`config.mk`:
```
export PLATFORM = sky130hd
export DESIGN_NAME = dmem_arbiter
export DESIGN_NICKNAME = d
export VERILOG_FILES = /design/src/rtl/dmem_arbiter_pkg.sv /design/src/rtl/dmem_arbiter_rr2.sv /design/src/rtl/dmem_arbiter.sv
export SDC_FILE = /design/constraint.sdc
export NUM_CORES = 1
export LEC_CHECK = 0
export ABC_CLOCK_PERIOD_IN_PS = 3840
export BUFFER_PORTS_ARGS = -buffer_cell sky130_fd_sc_hd__buf_2
export CAP_MARGIN = 20
export CORE_MARGIN = 2
export CORE_UTILIZATION = 40
export CTS_CLUSTER_SIZE = 40
export DETAILED_ROUTE_END_ITERATION = 8
export PLACE_DENSITY = 0.7
export SETUP_SLACK_MARGIN = 0.4
export SKIP_LAST_GASP = 1
export SLEW_MARGIN = 25
export SYNTH_ARGS = -nofsm -noshare
export SYNTH_HDL_FRONTEND = slang
export SYNTH_SLANG_ARGS = --single-unit
```
`constraint.sdc`:
```
create_clock -name clk -period 3.84 [get_ports clk]
set_input_delay 0.576 -clock clk [delete_from_list [all_inputs] [get_ports clk]]
set_output_delay 0.576 -clock clk [all_outputs]
set_load 0.01 [all_outputs]
```
`src/rtl/dmem_arbiter_pkg.sv`:
```
// dmem_arbiter_pkg
//   Shared constants for the data-memory arbiter slice.
//   OWN_CPU / OWN_DBG : encoding of the last_owner flag.
//   AW_DEF / DW_DEF   : default address / data widths of the data BRAM.
//   CNT_W             : width of the debug burst counter.
package dmem_arbiter_pkg;

  localparam logic OWN_CPU = 1'b0;
  localparam logic OWN_DBG = 1'b1;

  localparam int AW_DEF = 11;
  localparam int DW_DEF = 32;

  localparam int CNT_W = 4;

endpackage

```
`src/rtl/dmem_arbiter_rr2.sv`:
```
// arb_rr2
//   Two-input round-robin picker with a burst-limit override.
//   Ports:
//     req[1:0]   in   request vector, bit 0 = CPU, bit 1 = debug
//     last_owner in   owner of the most recent grant (OWN_CPU / OWN_DBG)
//     force_cpu  in   debug burst limit reached: CPU wins a conflict
//     gnt[1:0]   out  one-hot grant (or zero when nobody requests)
module arb_rr2
  import dmem_arbiter_pkg::*;
(
  input  logic [1:0] req,
  input  logic       last_owner,
  input  logic       force_cpu,
  output logic [1:0] gnt
);

  always_comb begin
    gnt = 2'b00;
    if (req == 2'b01) begin
      gnt = 2'b01;
    end else if (req == 2'b10) begin
      gnt = 2'b10;
    end else if (req == 2'b11) begin
      // Conflict: alternate owners unless the debug side has used up its burst.
      if (force_cpu || (last_owner == OWN_DBG)) begin
        gnt = 2'b01;
      end else begin
        gnt = 2'b10;
      end
    end
  end

endmodule

```
`src/rtl/dmem_arbiter.sv`:
```
// dmem_arbiter
//   Shares the single-port data BRAM between the CPU load/store path and a
//   read-only board-side debug port. Grants are combinational, the BRAM port
//   is driven in the grant cycle, and read data returns one cycle later with
//   a one-cycle valid strobe per requester.
//   Optional statistics counters are compiled in with `define DMEM_ARB_STATS_EN.
//   Ports:
//     clk, rst                          clock, synchronous active-high reset
//     cpu_req/we/addr/wdata             CPU request (held while stalled)
//     cpu_stall, cpu_rdata, cpu_rvalid  CPU stall and load return
//     dbg_req/addr                      debug read request (held until dbg_gnt)
//     dbg_gnt, dbg_rdata, dbg_rvalid    debug accept and read return
//     mem_en/we/addr/wdata, mem_rdata   BRAM port (1-cycle read latency)
//     stat_conflicts, stat_cpu_stalls   saturating counters (stats build only)
module dmem_arbiter
  import dmem_arbiter_pkg::*;
#(
  parameter int AW            = AW_DEF,
  parameter int DW            = DW_DEF,
  parameter int MAX_DBG_BURST = 4
) (
  input  logic          clk,
  input  logic          rst,
  input  logic          cpu_req,
  input  logic          cpu_we,
  input  logic [AW-1:0] cpu_addr,
  input  logic [DW-1:0] cpu_wdata,
  output logic          cpu_stall,
  output logic [DW-1:0] cpu_rdata,
  output logic          cpu_rvalid,
  input  logic          dbg_req,
  input  logic [AW-1:0] dbg_addr,
  output logic          dbg_gnt,
  output logic [DW-1:0] dbg_rdata,
  output logic          dbg_rvalid,
  output logic          mem_en,
  output logic          mem_we,
  output logic [AW-1:0] mem_addr,
  output logic [DW-1:0] mem_wdata,
`ifdef DMEM_ARB_STATS_EN
  output logic [15:0]   stat_conflicts,
  output logic [15:0]   stat_cpu_stalls,
`endif
  input  logic [DW-1:0] mem_rdata
);

  localparam logic [CNT_W-1:0] CNT_MAX = CNT_W'(MAX_DBG_BURST);

  logic             last_owner_reg, last_owner_next;
  logic [CNT_W-1:0] dbg_cnt_reg, dbg_cnt_next;
  logic             rd_pend_cpu_reg, rd_pend_cpu_next;
  logic             rd_pend_dbg_reg, rd_pend_dbg_next;
  logic [AW-1:0]    addr_hold_reg, addr_hold_next;
  logic [DW-1:0]    wdata_hold_reg, wdata_hold_next;
  logic [DW-1:0]    cpu_rdata_reg, cpu_rdata_next;
  logic [DW-1:0]    dbg_rdata_reg, dbg_rdata_next;

  logic [1:0] gnt_raw;
  logic       cpu_grant;
  logic       dbg_grant;

  arb_rr2 u_arb (
    .req        ({dbg_req, cpu_req}),
    .last_owner (last_owner_reg),
    .force_cpu  (dbg_cnt_reg == CNT_MAX),
    .gnt        (gnt_raw)
  );

  // Nothing is granted while reset is held, so every output reads zero then.
  assign cpu_grant = gnt_raw[0] & ~rst;
  assign dbg_grant = gnt_raw[1] & ~rst;

  // ---------------- next-state ----------------
  always_comb begin
    last_owner_next  = last_owner_reg;
    dbg_cnt_next     = dbg_cnt_reg;
    addr_hold_next   = addr_hold_reg;
    wdata_hold_next  = wdata_hold_reg;
    rd_pend_cpu_next = cpu_grant & ~cpu_we;
    rd_pend_dbg_next = dbg_grant;
    cpu_rdata_next   = rd_pend_cpu_reg ? mem_rdata : cpu_rdata_reg;
    dbg_rdata_next   = rd_pend_dbg_reg ? mem_rdata : dbg_rdata_reg;

    if (cpu_grant) begin
      last_owner_next = OWN_CPU;
      addr_hold_next  = cpu_addr;
      wdata_hold_next = cpu_wdata;
    end else if (dbg_grant) begin
      last_owner_next = OWN_DBG;
      addr_hold_next  = dbg_addr;
    end

    // Burst counter only measures how long the CPU has been kept waiting.
    if (cpu_grant || !cpu_req) begin
      dbg_cnt_next = '0;
    end else if (dbg_grant && (dbg_cnt_reg != CNT_MAX)) begin
      dbg_cnt_next = dbg_cnt_reg + 1'b1;
    end
  end

  always_ff @(posedge clk) begin
    if (rst) begin
      last_owner_reg  <= OWN_DBG;
      dbg_cnt_reg     <= '0;
      rd_pend_cpu_reg <= 1'b0;
      rd_pend_dbg_reg <= 1'b0;
      addr_hold_reg   <= '0;
      wdata_hold_reg  <= '0;
      cpu_rdata_reg   <= '0;
      dbg_rdata_reg   <= '0;
    end else begin
      last_owner_reg  <= last_owner_next;
      dbg_cnt_reg     <= dbg_cnt_next;
      rd_pend_cpu_reg <= rd_pend_cpu_next;
      rd_pend_dbg_reg <= rd_pend_dbg_next;
      addr_hold_reg   <= addr_hold_next;
      wdata_hold_reg  <= wdata_hold_next;
      cpu_rdata_reg   <= cpu_rdata_next;
      dbg_rdata_reg   <= dbg_rdata_next;
    end
  end

  // ---------------- outputs ----------------
  always_comb begin
    cpu_stall  = cpu_req & ~cpu_grant & ~rst;
    dbg_gnt    = dbg_grant;
    mem_en     = cpu_grant | dbg_grant;
    mem_we     = cpu_grant & cpu_we;   // debug side is read-only
    mem_addr   = addr_hold_reg;
    mem_wdata  = wdata_hold_reg;
    // Read data is forwarded in its return cycle, then held from the register.
    cpu_rvalid = rd_pend_cpu_reg & ~rst;
    dbg_rvalid = rd_pend_dbg_reg & ~rst;
    cpu_rdata  = cpu_rdata_next;
    dbg_rdata  = dbg_rdata_next;

    if (cpu_grant) begin
      mem_addr  = cpu_addr;
      mem_wdata = cpu_wdata;
    end else if (dbg_grant) begin
      mem_addr  = dbg_addr;
    end

    if (rst) begin
      mem_addr  = '0;
      mem_wdata = '0;
      cpu_rdata = '0;
      dbg_rdata = '0;
    end
  end

`ifdef DMEM_ARB_STATS_EN
  logic [15:0] stat_conflicts_reg, stat_conflicts_next;
  logic [15:0] stat_cpu_stalls_reg, stat_cpu_stalls_next;

  always_comb begin
    stat_conflicts_next  = stat_conflicts_reg;
    stat_cpu_stalls_next = stat_cpu_stalls_reg;
    if (cpu_req && dbg_req && (stat_conflicts_reg != 16'hFFFF)) begin
      stat_conflicts_next = stat_conflicts_reg + 16'd1;
    end
    if (cpu_stall && (stat_cpu_stalls_reg != 16'hFFFF)) begin
      stat_cpu_stalls_next = stat_cpu_stalls_reg + 16'd1;
    end
  end

  always_ff @(posedge clk) begin
    if (rst) begin
      stat_conflicts_reg  <= '0;
      stat_cpu_stalls_reg <= '0;
    end else begin
      stat_conflicts_reg  <= stat_conflicts_next;
      stat_cpu_stalls_reg <= stat_cpu_stalls_next;
    end
  end

  assign stat_conflicts  = stat_conflicts_reg;
  assign stat_cpu_stalls = stat_cpu_stalls_reg;
`endif

endmodule

```
* Yosys cells after proc, flatten, opt, wreduce, memory -nomap -nowiden
Cells that the tools add are included.
Cells by class: multiplexer cells 15, eq/ne operators 5, reduce and logical (&&, ||, !) cells 6, add/sub/neg operators 1, bitwise operators 12
Operators by type and width (count):
- $mux W32 | 6
- $mux W11 | 3
- $and A1 B1 Y1 | 8
- $mux W2 | 4
- $add A4 B1 Y4 const B | 1
- $eq A2 B2 Y1 const B | 2
- $eq A4 B3 Y1 const B | 1
- $ne A4 B3 Y1 const B | 1
- $not A1 Y1 | 3
- $eq A2 B1 Y1 const B | 1
- $logic_or A1 B1 Y1 | 2
- $mux W1 | 2
- $reduce_bool A2 Y1 | 1
- $reduce_or A2 Y1 | 1
- $logic_and A1 B1 Y1 | 1
- $logic_not A1 Y1 | 1
- $or A1 B1 Y1 | 1
Word-level totals: word-level logic and storage cells 47, register bits after elaboration 114, output and inout bits 113, bits of input ports 91

* Depth between registers and ports, before layout
depth after elaboration 10, gate-level depth with buffers 7, gate-level depth less buffers 6

* Modules after synthesis
From an unflattened synthesis, not the netlist that was laid out.
Unflattened totals: cells, all modules 401, area, all modules 4235.3 um^2
By module, submodules not included:
- dmem_arbiter | cells an instance 397, instances 1, seq. area each 2282.2 um^2, area each 4212.8 um^2
- arb_rr2 | cells an instance 4, instances 1, seq. area each 0.0 um^2, area each 22.5 um^2

* Worst setup path after synthesis
No wires, ideal clock.
kind input to output, from input dbg_req, to output mem_addr[1], data arrival time 1592 ps, required time 3264 ps, setup slack 1672 ps, buffers on the path 2, stages on the path 5, cell sequence nor2b_1 -> a21o_1 -> buf_6 -> buf_2 -> a311oi_1
On the way: longest elaborated chain between the ends 8
Ends and longest elaborated chain:
- start, declared | RTL line dmem_arbiter.sv:31 | input logic dbg_req,
- $eq A2 B2 Y1 | RTL line dmem_arbiter_rr2.sv:23 | end else if (req == 2'b11) begin
- $mux W2 | RTL line dmem_arbiter_rr2.sv:23
- $mux W2 | RTL line dmem_arbiter_rr2.sv:21 | end else if (req == 2'b10) begin
- $mux W2 (*) | RTL line dmem_arbiter_rr2.sv:19 | if (req == 2'b01) begin
- $and A1 B1 Y1 | RTL line dmem_arbiter.sv:71 | assign dbg_grant = gnt_raw[1] & ~rst;
- $mux W11
- $mux W11 (*) | RTL line dmem_arbiter.sv:137 | if (cpu_grant) begin
- $mux W11 (*)
- end, declared | RTL line dmem_arbiter.sv:38 | output logic [AW-1:0] mem_addr,
Mark *: on every way between the ends. The rest lies on a longest branch, timed or not.

* Worst setup path in the final report
from register dbg_cnt_reg[0], to output mem_wdata[31]
On the way: longest elaborated chain between the ends 9
Ends and longest elaborated chain:
- start, declared | RTL line dmem_arbiter.sv:50 | logic [CNT_W-1:0] dbg_cnt_reg, dbg_cnt_next;
- start signal, assigned | RTL line dmem_arbiter.sv:113 | dbg_cnt_reg <= dbg_cnt_next;
- $eq A4 B3 Y1 | RTL line dmem_arbiter.sv:65 | .force_cpu (dbg_cnt_reg == CNT_MAX),
- $logic_or A1 B1 Y1 | RTL line dmem_arbiter_rr2.sv:25 | if (force_cpu || (last_owner == OWN_DBG)) begin
- $mux W2 | RTL line dmem_arbiter_rr2.sv:25
- $mux W2 | RTL line dmem_arbiter_rr2.sv:23
- $mux W2 | RTL line dmem_arbiter_rr2.sv:21
- $mux W2 | RTL line dmem_arbiter_rr2.sv:19
- $and A1 B1 Y1 | RTL line dmem_arbiter.sv:70 | assign cpu_grant = gnt_raw[0] & ~rst;
- $mux W32 (2 in a row)
- end, declared | RTL line dmem_arbiter.sv:39 | output logic [DW-1:0] mem_wdata,
Every way passes these cells.

==> metrics <==
Lkg Pwr=just under 3 nW; Setup TNS=0 ns; CP Class=reg2out; CP startpoint kind=flip-flop; Yosys Warn Count=0; nets=705; peak supply drop=approximately 0.33 mV; Starting Density=41.51%; r2r worst-path depth=6; via count=3759; # rows=38; HPWL Detailed=around 8.0 mm; wire length of the first global-routing pass=18.40 mm; Crit path largest cell delay=0.38 ns; initial antenna violation count=0; critical path arrival=2.58 ns; Finished Core Util=56.64%; Avg Inst Size Synth=10.86 µm²; Hold Path End=rd_pend_cpu_reg$_SDFF_PP0_; post-synthesis sequential area ratio=50.05%; total grt overflow=0; largest net degree at the start of global routing=60; CP Cell Sequence=inv_1 -> ha_1 -> nand3b_1 -> a21o_4 -> buf_12 -> mux2_1 -> buf_2; endpoints failing setup=0; DR iter-0 viols=205; Reg area=approximately 2300 µm²; IO buf count=slightly above 200; hold slack=0.3540 ns; pwr dens=502.7 nW/µm²; outcome=completed; Final min period=3.154 ns; CTS tree=yes; Initial DRT Pass Iterations=5; Tightest Pin Transition=0.7915 ns; die height=110.8 µm; crit path max-delay cell type=nand3b_1; Placer Congestion=0.8601; die width=~110 µm; beginning of the worst register-to-register path=dbg_cnt_reg[0]$_SDFFE_PP0P_; drt total wl=about 11 mm; core box area=roughly 11000 µm²; # diodes=0; Worst Hold Path Cells=2; Num CTS Buffers=17; CP required=3.26 ns; Syn Nets=roughly 500; fill count=941; hold_sp=cpu_we; Max FO, Critical Path=31; GRT Util Overall=a little under a fifth; num ports=204; max-capacitance violation count=0; clk buf depth=2; htree depth=4; DRC violations left=0; most frequent cells in the layout=202 x buf_2, 112 x dfxtp_1, 70 x nor2_1; max-slew violations=0; layout cells sized above 1=43.20%; Area growth, synth to finish=36.44%; Clock Sinks=114; die area=12270 µm²; most common cell after layout, fill and taps aside=buf_2; Synth Cell Area=4559 µm²; Seq cells post-synth=114; R2R Path End=wdata_hold_reg[31]$_DFF_P_; fmax=317.0 MHz; RSZ-0062 raised after global routing=false; Vias/cell=approximately 4.9; skew final=around 0.0045 ns; Multi-input gate area=2091 µm²; clock slew seen by the registers of the worst setup and hold paths=~0.05 ns; Hold WC Path Type=in2reg; fin crit share=about 82%; synth unique cells=29; Slew HR=47.12%; Antenna Nets Post-Route=0; clock root cell=clkbuf_16; Crit. End Element=output port; vias in the first global route=~3800; Worst-Skew Late Latency=about 0.40 ns; final-report hold violation count=0; flop2flop setup slack=1.69 ns; mean routed wirelength per cell=~15 µm; Mapped Cells=420
==> synthesized netlist by cell type <==
cell | number | area share (%)
a2111oi_0 | 1 | 0.19
a211o_1 | 1 | 0.19
a211oi_1 | 11 | 1.8
a21o_1 | 1 | 0.16
a311oi_1 | 10 | 1.9
a311oi_2 | 1 | 0.33
and2_1 | 2 | 0.27
and4b_1 | 1 | 0.22
buf_1 | 5 | 0.41
buf_2 | 14 | 1.5
buf_6 | 4 | 0.99
clkbuf_1 | 11 | 0.91
dfxtp_1 | 114 | 50
ha_1 | 2 | 0.55
inv_1 | 5 | 0.41
mux2_1 | 5 | 1.2
mux2_4 | 27 | 8.9
mux2i_1 | 64 | 14
nand2_1 | 1 | 0.082
nand2b_1 | 4 | 0.55
nand3_1 | 1 | 0.11
nand3b_1 | 3 | 0.49
nand4_1 | 11 | 1.5
nand4b_1 | 1 | 0.19
nor2_1 | 70 | 5.8
nor2b_1 | 36 | 4.9
nor3_1 | 2 | 0.22
o31ai_1 | 11 | 1.8
xor2_1 | 1 | 0.19
==> worst max path at each step <==
stage,start,end,depth (start not counted)
floorplan,dbg_req,mem_addr[1],5
global placement,rst,mem_wdata[2],7
detailed placement,rst,mem_wdata[31],7
CTS,dbg_cnt_reg[0]$_SDFFE_PP0P_,mem_wdata[31],7
global route,dbg_cnt_reg[0]$_SDFFE_PP0P_,mem_wdata[31],7
finish,dbg_cnt_reg[0]$_SDFFE_PP0P_,mem_wdata[31],7
==> final cells by class <==
class	instances	share of cell area [%]
repair buffers	207	17.06
multi-input cells	267	33.61
inverters	5	0.3017
clock buffers	23	8.166
flip-flops and latches	114	36.81
clock inverters	9	1.247
well taps	140	2.816
==> per-stage QoR <==
stage                     worst slack [ns]  area [µm²]  power (mW)  instances
after floorplan                      1.672        4559       1.503        420
after global placement              0.7716        5624       1.635        733
after detailed placement            0.6687        5624       1.647        733
after CTS                           0.5552        6210       3.163        765
after global routing                0.5095        6221       3.260        765
final                               0.6858        6221       3.127        765
==> critical path: cells and delay by family, from the launching register on <==
kind                       cells  cell delay (ns)
buffers and inverters          3             0.47
and+or+nand+nor                1             0.38
muxes                          1             0.38
DFF                            1             0.37
AOI/OAI and AO/OA              1             0.32
adders and majority gates      1             0.24
==> power by group <==
| group | internal, mW | leakage, nW | switching [mW] |
|---|---|---|---|
| clock | 0.985 | 0.287 | 0.521 |
| combinational | 0.170 | 1.74 | 0.173 |
| sequential | 1.25 | 0.934 | 0.0303 |
| total | 2.40 | 2.96 | 0.724 |
==> timing repair <==
action,in CTS,in global routing
hold buffers,0,0
setup endpoints to repair,0,2
setup buffers,0,0
endpoints found under the hold margin,0,0
resized for setup,0,1
==> logic make-up after synthesis <==
family / Yosys count / share of synthesized area (%)
simple gates: 132 / 14.35
flops: 114 / 50.05
mux: 96 / 24.18
buf+inv: 39 / 4.254
compound gates: 36 / 6.421
fa+ha+maj: 2 / 0.5488
xor+xnor: 1 / 0.1921
==> routing by layer <==
layer | up-vias | global-route usage [%] | part of all wire, %
met1 | 1716 | 22.55 | 44
met5 | - | 0 | 0
met3 | 23 | 5.741 | 7.6
met4 | 0 | 8.250 | 2.1
li1 | 1854 | - | -
met2 | 166 | 29.49 | 46
Power figures use the tool's default switching activity.
